===== src/rtl/maxpool_scan_ctrl.sv =====
// Walks every pooling window of one feature map, issuing one feature-buffer read per cycle;
// output coordinates trail the address by one cycle to match the buffer's read latency.
module maxpool_scan_ctrl #(
  parameter int datai_width  = 4,
  parameter int datai_height = 4,
  parameter int kernel_width  = 2,
  parameter int kernel_height = 2,
  parameter int stride        = 2,
  parameter int addr_width    = 8,
  parameter int datao_width   = ((datai_width - kernel_width) / stride) + 1,
  parameter int datao_height  = ((datai_height - kernel_height) / stride) + 1
) (
  input  logic                  clk_en,
  input  logic                  reset,
  input  logic                  start,
  input  logic                  hold,
  output logic                  busy,
  output logic                  done,
  output logic                  rd_en,
  output logic [addr_width-1:0] rd_addr,
  output logic                  pool_on,
  output logic                  part_fin,
  output logic                  turn_fin,
  output logic [3:0]            resu_l,
  output logic [3:0]            resu_c
);

  localparam int KCW = (kernel_width > 1) ? $clog2(kernel_width) : 1;
  localparam int KRW = (kernel_height > 1) ? $clog2(kernel_height) : 1;
  localparam int AW  = addr_width + 4;

  localparam logic [KCW-1:0] KC_LAST  = KCW'(kernel_width - 1);
  localparam logic [KRW-1:0] KR_LAST  = KRW'(kernel_height - 1);
  localparam logic [3:0]     OC_LAST  = 4'(datao_width - 1);
  localparam logic [3:0]     OL_LAST  = 4'(datao_height - 1);
  localparam logic [AW-1:0]  STRIDE_W = AW'(stride);
  localparam logic [AW-1:0]  ROW_W    = AW'(datai_width);

  typedef enum logic [1:0] {IDLE, SCAN, FLUSH, FIN} state_t;

  state_t         state_q, state_d;
  logic [3:0]     ol_q, ol_d, oc_q, oc_d;
  logic [KRW-1:0] kr_q, kr_d;
  logic [KCW-1:0] kc_q, kc_d;
  logic [3:0]     resu_l_q, resu_l_d, resu_c_q, resu_c_d;
  logic [AW-1:0]  row_a, col_a;

  always_ff @(posedge clk_en) begin
    if (reset) begin
      state_q  <= IDLE;
      ol_q     <= '0;
      oc_q     <= '0;
      kr_q     <= '0;
      kc_q     <= '0;
      resu_l_q <= '0;
      resu_c_q <= '0;
    end else begin
      state_q  <= state_d;
      ol_q     <= ol_d;
      oc_q     <= oc_d;
      kr_q     <= kr_d;
      kc_q     <= kc_d;
      resu_l_q <= resu_l_d;
      resu_c_q <= resu_c_d;
    end
  end

  always_comb begin
    state_d  = state_q;
    ol_d     = ol_q;
    oc_d     = oc_q;
    kr_d     = kr_q;
    kc_d     = kc_q;
    resu_l_d = resu_l_q;
    resu_c_d = resu_c_q;
    case (state_q)
      IDLE: begin
        ol_d = '0;
        oc_d = '0;
        kr_d = '0;
        kc_d = '0;
        if (start) state_d = SCAN;
      end
      SCAN: begin
        if (!hold) begin
          // Coordinates of this read land on the buffer output next cycle.
          resu_l_d = ol_q;
          resu_c_d = oc_q;
          if (kc_q != KC_LAST) begin
            kc_d = kc_q + 1'b1;
          end else begin
            kc_d = '0;
            if (kr_q != KR_LAST) begin
              kr_d = kr_q + 1'b1;
            end else begin
              kr_d = '0;
              if (oc_q != OC_LAST) begin
                oc_d = oc_q + 4'd1;
              end else begin
                oc_d = '0;
                if (ol_q != OL_LAST) begin
                  ol_d = ol_q + 4'd1;
                end else begin
                  ol_d    = '0;
                  state_d = FLUSH;
                end
              end
            end
          end
        end
      end
      FLUSH: begin
        if (!hold) state_d = FIN;
      end
      FIN: begin
        state_d = IDLE;
      end
      default: state_d = IDLE;
    endcase
  end

  assign row_a = AW'(ol_q) * STRIDE_W + AW'(kr_q);
  assign col_a = AW'(oc_q) * STRIDE_W + AW'(kc_q);

  assign rd_addr  = (state_q == SCAN) ? addr_width'(row_a * ROW_W + col_a) : '0;
  assign rd_en    = (state_q == SCAN) && !hold;
  assign part_fin = (state_q == SCAN) && (kr_q == '0) && (kc_q == '0);
  assign busy     = (state_q != IDLE);
  assign pool_on  = (state_q != IDLE);
  assign done     = (state_q == FIN);
  assign turn_fin = (state_q == FIN);
  assign resu_l   = resu_l_q;
  assign resu_c   = resu_c_q;

endmodule

===== config.mk =====
export PLATFORM = sky130hd
export DESIGN_NAME = maxpool_scan_ctrl
export DESIGN_NICKNAME = d
export VERILOG_FILES = /design/src/rtl/maxpool_scan_ctrl.sv
export SDC_FILE = /design/constraint.sdc
export NUM_CORES = 1
export LEC_CHECK = 0
export ABC_AREA = 1
export ABC_CLOCK_PERIOD_IN_PS = 2000
export CAP_MARGIN = 20
export CORE_MARGIN = 10
export CORE_UTILIZATION = 46
export CTS_CLUSTER_DIAMETER = 100
export DETAILED_ROUTE_END_ITERATION = 6
export PLACE_DENSITY_LB_ADDON = 0.15
export SLEW_MARGIN = 20
export SYNTH_ARGS = -nofsm -noshare
export SYNTH_HDL_FRONTEND = slang
export SYNTH_SLANG_ARGS = --single-unit

===== constraint.sdc =====
create_clock -name clk_en -period 2 [get_ports clk_en]
set_clock_uncertainty 0.2 [all_clocks]
set_input_delay 0.6 -clock clk_en [delete_from_list [all_inputs] [get_ports clk_en]]
set_output_delay 0.6 -clock clk_en [all_outputs]
set_load 0.02 [all_outputs]

# After elaboration in Yosys (flattened, before gate mapping)
# Cells that the tools add are included.
[totals]
regBits = 20
latchBits = 0
ram_bits = 0
rom_bits = 0
inputBits = 4
output_inout_bits = 22
wordCells = 69
memories = 0
[classes]
addsub = 7
n_mul = 0
div_mod_pow = 0
n_lt_le_gt_ge = 0
eq_ne = 12
shifts = 0
muxes = 27
bitwise = 3
n_reduce_logical = 13
[ops]
columns = ["op", "n"]
rows = [
  ["4-bit two-way mux", 9],
  ["4-bit one-hot mux with 2 select lines", 2],
  ["2-bit two-way mux", 7],
  ["2-bit inequality test, second input constant", 7],
  ["5-bit by 1-bit adder with 6-bit output", 2],
  ["4-bit by 1-bit adder with 4-bit output, second input constant", 2],
  ["8-bit by 6-bit adder with 8-bit output", 1],
  ["8-bit two-way mux", 1],
  ["4-bit by 1-bit inequality test with 1-bit output, second input constant", 2],
  ["2-bit one-hot mux with 4 select lines", 1],
  ["7-bit AND reduction", 1],
  ["1-bit two-way mux", 5],
  ["5-bit AND reduction", 1],
  ["2-bit equality test, second input constant", 2],
  ["1-bit one-hot mux with 2 select lines", 2],
  ["2-bit AND reduction", 2],
  ["4-bit AND reduction", 1],
  ["2-bit nonzero test", 2],
  ["1-bit logical AND", 3],
  ["1-bit inverter", 3],
  ["3-bit AND reduction", 1],
  ["1-bit adder, second input constant", 2],
  ["2-bit by 1-bit equality test with 1-bit output, second input constant", 1],
  ["2-bit logical NOT", 1],
  ["1-bit logical NOT", 1],
]

# Depth between registers and ports, before layout
[logic_depth]
ltp_word = 7
mapped_depth = 11
ltp_nobuf = 11

# Worst setup path after synthesis
# No wires, ideal clock.
[synth_path]
path_kind = "register -> output"
startpoint = "reg ol_q[0]"
endpoint = "out rd_addr[6]"
arrival_time_ns = 1.670
t_required_ns = 1.200
path_slack_ns = -0.470
stages_incl_launch_ff = 8
path_buffers = 0
path_cell_list = "dfxtp_1 -> inv_1 -> fa_1 -> nor2_1 -> nor2_1 -> nor2_1 -> nor2_1 -> nor3_1"
[synth_via]
elab_chain_cells = 3
[synth_rtl]
columns = ["element", "line_no", "rtl"]
rows = [
  ["from (decl)", "42", "logic [3:0] ol_q, ol_d, oc_q, oc_d;"],
  ["from (signal assigned)", "59", "ol_q <= ol_d;"],
  ["5-bit by 1-bit adder with 6-bit output", "122", "assign row_a = AW'(ol_q) * STRIDE_W + AW'(kr_q);"],
  ["8-bit by 6-bit adder with 8-bit output", "125", "assign rd_addr = (state_q == SCAN) ? addr_width'(row_a * ROW_W + col_a) : '0;"],
  ["8-bit two-way mux", "125", ""],
  ["to (decl)", "20", "output logic [addr_width-1:0] rd_addr,"],
]
# No other way between the ends.

# Worst setup path after layout
[layout_path]
startpoint = "reg oc_q[1]"
endpoint = "out rd_addr[6]"
[layout_via]
elab_chain_cells = 3
[layout_rtl]
columns = ["element", "line_no", "rtl"]
rows = [
  ["from (decl)", "42", ""],
  ["from (signal assigned)", "52", "oc_q <= '0;"],
  ["from (signal assigned)", "60", "oc_q <= oc_d;"],
  ["5-bit by 1-bit adder with 6-bit output", "123", "assign col_a = AW'(oc_q) * STRIDE_W + AW'(kc_q);"],
  ["8-bit by 6-bit adder with 8-bit output", "125", ""],
  ["8-bit two-way mux", "125", ""],
]
# No other way between the ends.

==> flow_metrics.py <==
metrics = {
    "clocking": {
        "cts_tree": "built",
        "cts_buffers": 3,
        "clkTransAtPathRegs_ns": 0.11,
        "ctsHoldBuffers": 0,
        "cts_max_path_buffers": 2,
        "insertion_delay_ns": 0.31,
        "ctsHtreeMaxLevel": 1,
        "cts_root_buffer": "clkbuf_4",
        "cts.sinks": 20,
    },
    "logic_synthesis": {
        "yosys.area_share.simple_pct": 31.6,
        "synth-seq-cells": 20,
        "synth_top_area_share_pct": 31.3,
        "syn-instance-count": 187,
        "synth_mux_area_share_pct": 0,
        "synth_seq_area_share_pct": 31.3,
        "synth_nets": 204,
        "ys_types": 25,
        "async_flop_share_pct": 0,
        "synth_top_family_by_area": "simple AND/OR/NAND/NOR gates",
        "synth_compound_area_share_pct": 11.1,
        "synth_area_leaders": "dfxtp_1 31%, ha_1 12%, nand2_1 12%, nor2_1 8.2%, inv_1 7.0%",
        "yosysWarnings": 0,
        "synth_xor_area_share_pct": 1.37,
        "synthFlopType": "dfxtp_1",
        "synth_area_per_cell_um2": 6.84,
        "synthAdderAreaFrac_pct": 13.3,
        "netlist_area_um2": 1280,
        "synth-edff-count": 0,
        "synth_top_cell_by_area": "dfxtp_1",
    },
    "setup_path": {
        "worstPathArrival_ns": 1.87,
        "critPathLaunchType": "flop",
        "crit_type": "reg -> out",
        "r2r_cells": 14,
        "crit_path_max_fanout": 2,
        "end_kind": "output port",
        "crit_required_ns": 1.20,
    },
    "flow_run": {
        "maxCapViolations": 0,
    },
    "global_routing": {
        "grt_pass1_vias": 1486,
        "antenna_found_initial": 0,
        "grt.overflow.total": 0,
        "grt_usage_pct": 15.3,
        "grt_start_max_net_pins": 17,
        "grt_pass1_wl_um": 6600,
    },
    "placement": {
        "io_buffers": 25,
        "post-place-ws_ns": -0.753,
        "place.gp.congestion": 0.834,
        "dp.cells": 272,
        "dp_hpwl_um": 2720,
    },
    "sta": {
        "fmax_mhz": 375,
        "max_slew_margin_pct": 75.3,
        "rsz0062_at_grt": "yes",
        "finalMaxSlewViolations": 0,
        "hold_violations": 0,
        "fin_tns_setup_ns": -3.55,
        "worstMarginPinSlew_ns": 0.370,
        "layout_setup_ws_ns": -0.666,
        "period_needed_ns": 2.67,
        "fin_crit_sh_pct": 133,
        "finalSetupViolCount": 12,
    },
    "power": {
        "ir_drop_mv": 1.03,
        "powerDensity_nw_per_um2": 1070,
        "cellLeakagePower_nw": 1.03,
    },
    "outcome": {
        "outcome": "complete, but fails checks",
        "violations": "setup timing",
    },
    "drt": {
        "firstDrtPassIters": 5,
        "routed_via_density": 5.07,
        "avgRoutedWirePerCell_um": 13.9,
        "first_iter_violations": 46,
        "drcViolationCount": 0,
        "ant_nets": 0,
        "via_count": 1464,
        "wl_um": 4020,
    },
    "die": {
        "pin_count": 26,
        "die_area_um2": 5290,
        "rows": 19,
        "start_util_pct": 47.2,
        "fp.dieW_um": 72.8,
        "die_h_um": 72.8,
        "placeableCoreArea_um2": 2710,
    },
    "finish": {
        "n_antenna_cell": 0,
        "synthToLayoutAreaGrowth_pct": 64.5,
        "drive_gt1_share_pct": 44.6,
        "final_cells": 289,
        "nNetsFinal": 276,
        "final_util_pct": 77.7,
        "fillers": 194,
    },
    "worst_hold_path": {
        "min_path_type": "reg -> reg",
        "hold_depth": 2,
    },
}
==> final cells by class <==
type / instances / area [um2] / area share (%)
flip-flops and latches: 20 / 410 / 19.5
repair buffers: 73 / 631 / 29.9
inverters: 27 / 109 / 5.17
well taps: 31 / 38.8 / 1.84
clock buffers: 4 / 36.3 / 1.72
multi-input cells: 134 / 881 / 41.8
==> sequential cells by signal, indices dropped and copies added, names as in the netlist <==
register and flops:
kc_q 1, kr_q 1, oc_q 4, ol_q 4, resu_c 4, resu_l 4, state_q 2
==> kinds of logic after synthesis <==
| logic type | after synthesis |
|---|---|
| simple gates | 92 |
| buf+inv | 33 |
| compound gates | 27 |
| flops | 20 |
| fa+ha+maj | 13 |
| xor+xnor | 2 |
==> power breakdown <==
| group | internal, mW | total (mW) | switching, mW |
|---|---|---|---|
| clock network | 0.111 | 0.240 | 0.129 |
| logic | 0.680 | 1.49 | 0.809 |
| registers | 0.477 | 0.521 | 0.0439 |
| total | 1.27 | 2.25 | 0.982 |
==> cells in the final DEF, fill, tap and decap left out, types with 2 or more instances in the layout <==
master	n
nor2_1	23
dfxtp_1	12
buf_6	19
o21ai_1	4
clkdlybuf4s50_1	2
nor3_4	2
buf_4	41
nand2_4	4
buf_2	2
inv_4	3
ha_4	5
nand3_1	11
dlygate4sd2_1	9
o21ai_0	8
nand2_2	8
clkbuf_4	3
nor2_4	3
nand4_1	2
inv_2	7
inv_1	17
a21oi_1	10
nand2_1	34
dfxtp_2	8
ha_1	7
nor2_2	4
==> worst paths after layout <==
check	from	end	slack [ns]
max	oc_q[1]	rd_addr[6]	-0.67
min	resu_c[0]	resu_c[0]	0.30
max reg2reg	state_q[1]	oc_q[2]	0.05
min reg2reg	resu_c[0]	resu_c[0]	0.30
==> critical path, cell delays in order (launching register included) <==
cell and delay, ns:
dfxtp_2 0.38, ha_4 0.14, inv_2 0.03, fa_2 0.36
nor2_2 0.11, nor2_1 0.06, buf_4 0.14, nor3_4 0.15
nor3_4 0.06, buf_6 0.13
==> cells in the mapped netlist (2+ instances only) <==
master    instances
o21ai_1           4
ha_1             12
a21oi_1          11
inv_2             3
dfxtp_1          20
o21bai_1          2
nand3_1          11
nand2_2           5
nand2_1          40
buf_4             3
o21ai_0           9
inv_1            24
nor2_1           28
nand4_1           2
nor2_4            2
nor3_1            2
==> what timing repair did <==
item                                    in CTS  in global routing
endpoints found under the hold margin        0                  0
buffers inserted                            10                  6
pin swaps                                    6                 12
endpoints found under the setup margin      22                 16
resized for setup                          113                 24
==> per-stage QoR <==
stage,cell area (um2),hold slack [ns],power [mW]
CTS,2020,0.301,2.11
global placement,1820,0.279,1.71
detailed placement,1820,0.283,1.73
global route,2110,0.370,2.42
floorplan,1320,0.263,1.26
finish,2110,0.298,2.25
==> layer usage <==
layer  part of all wire (%)  global-route usage, %  vias to the layer above
li1                       -                      -                      723
met1                     40                   16.3                      671
met2                     48                   26.5                       58
met3                    8.1                   4.76                       12
met4                    3.1                   7.38                        0
met5                      0                      0                        -
Note: power is estimated with default switching activity, not from simulation.
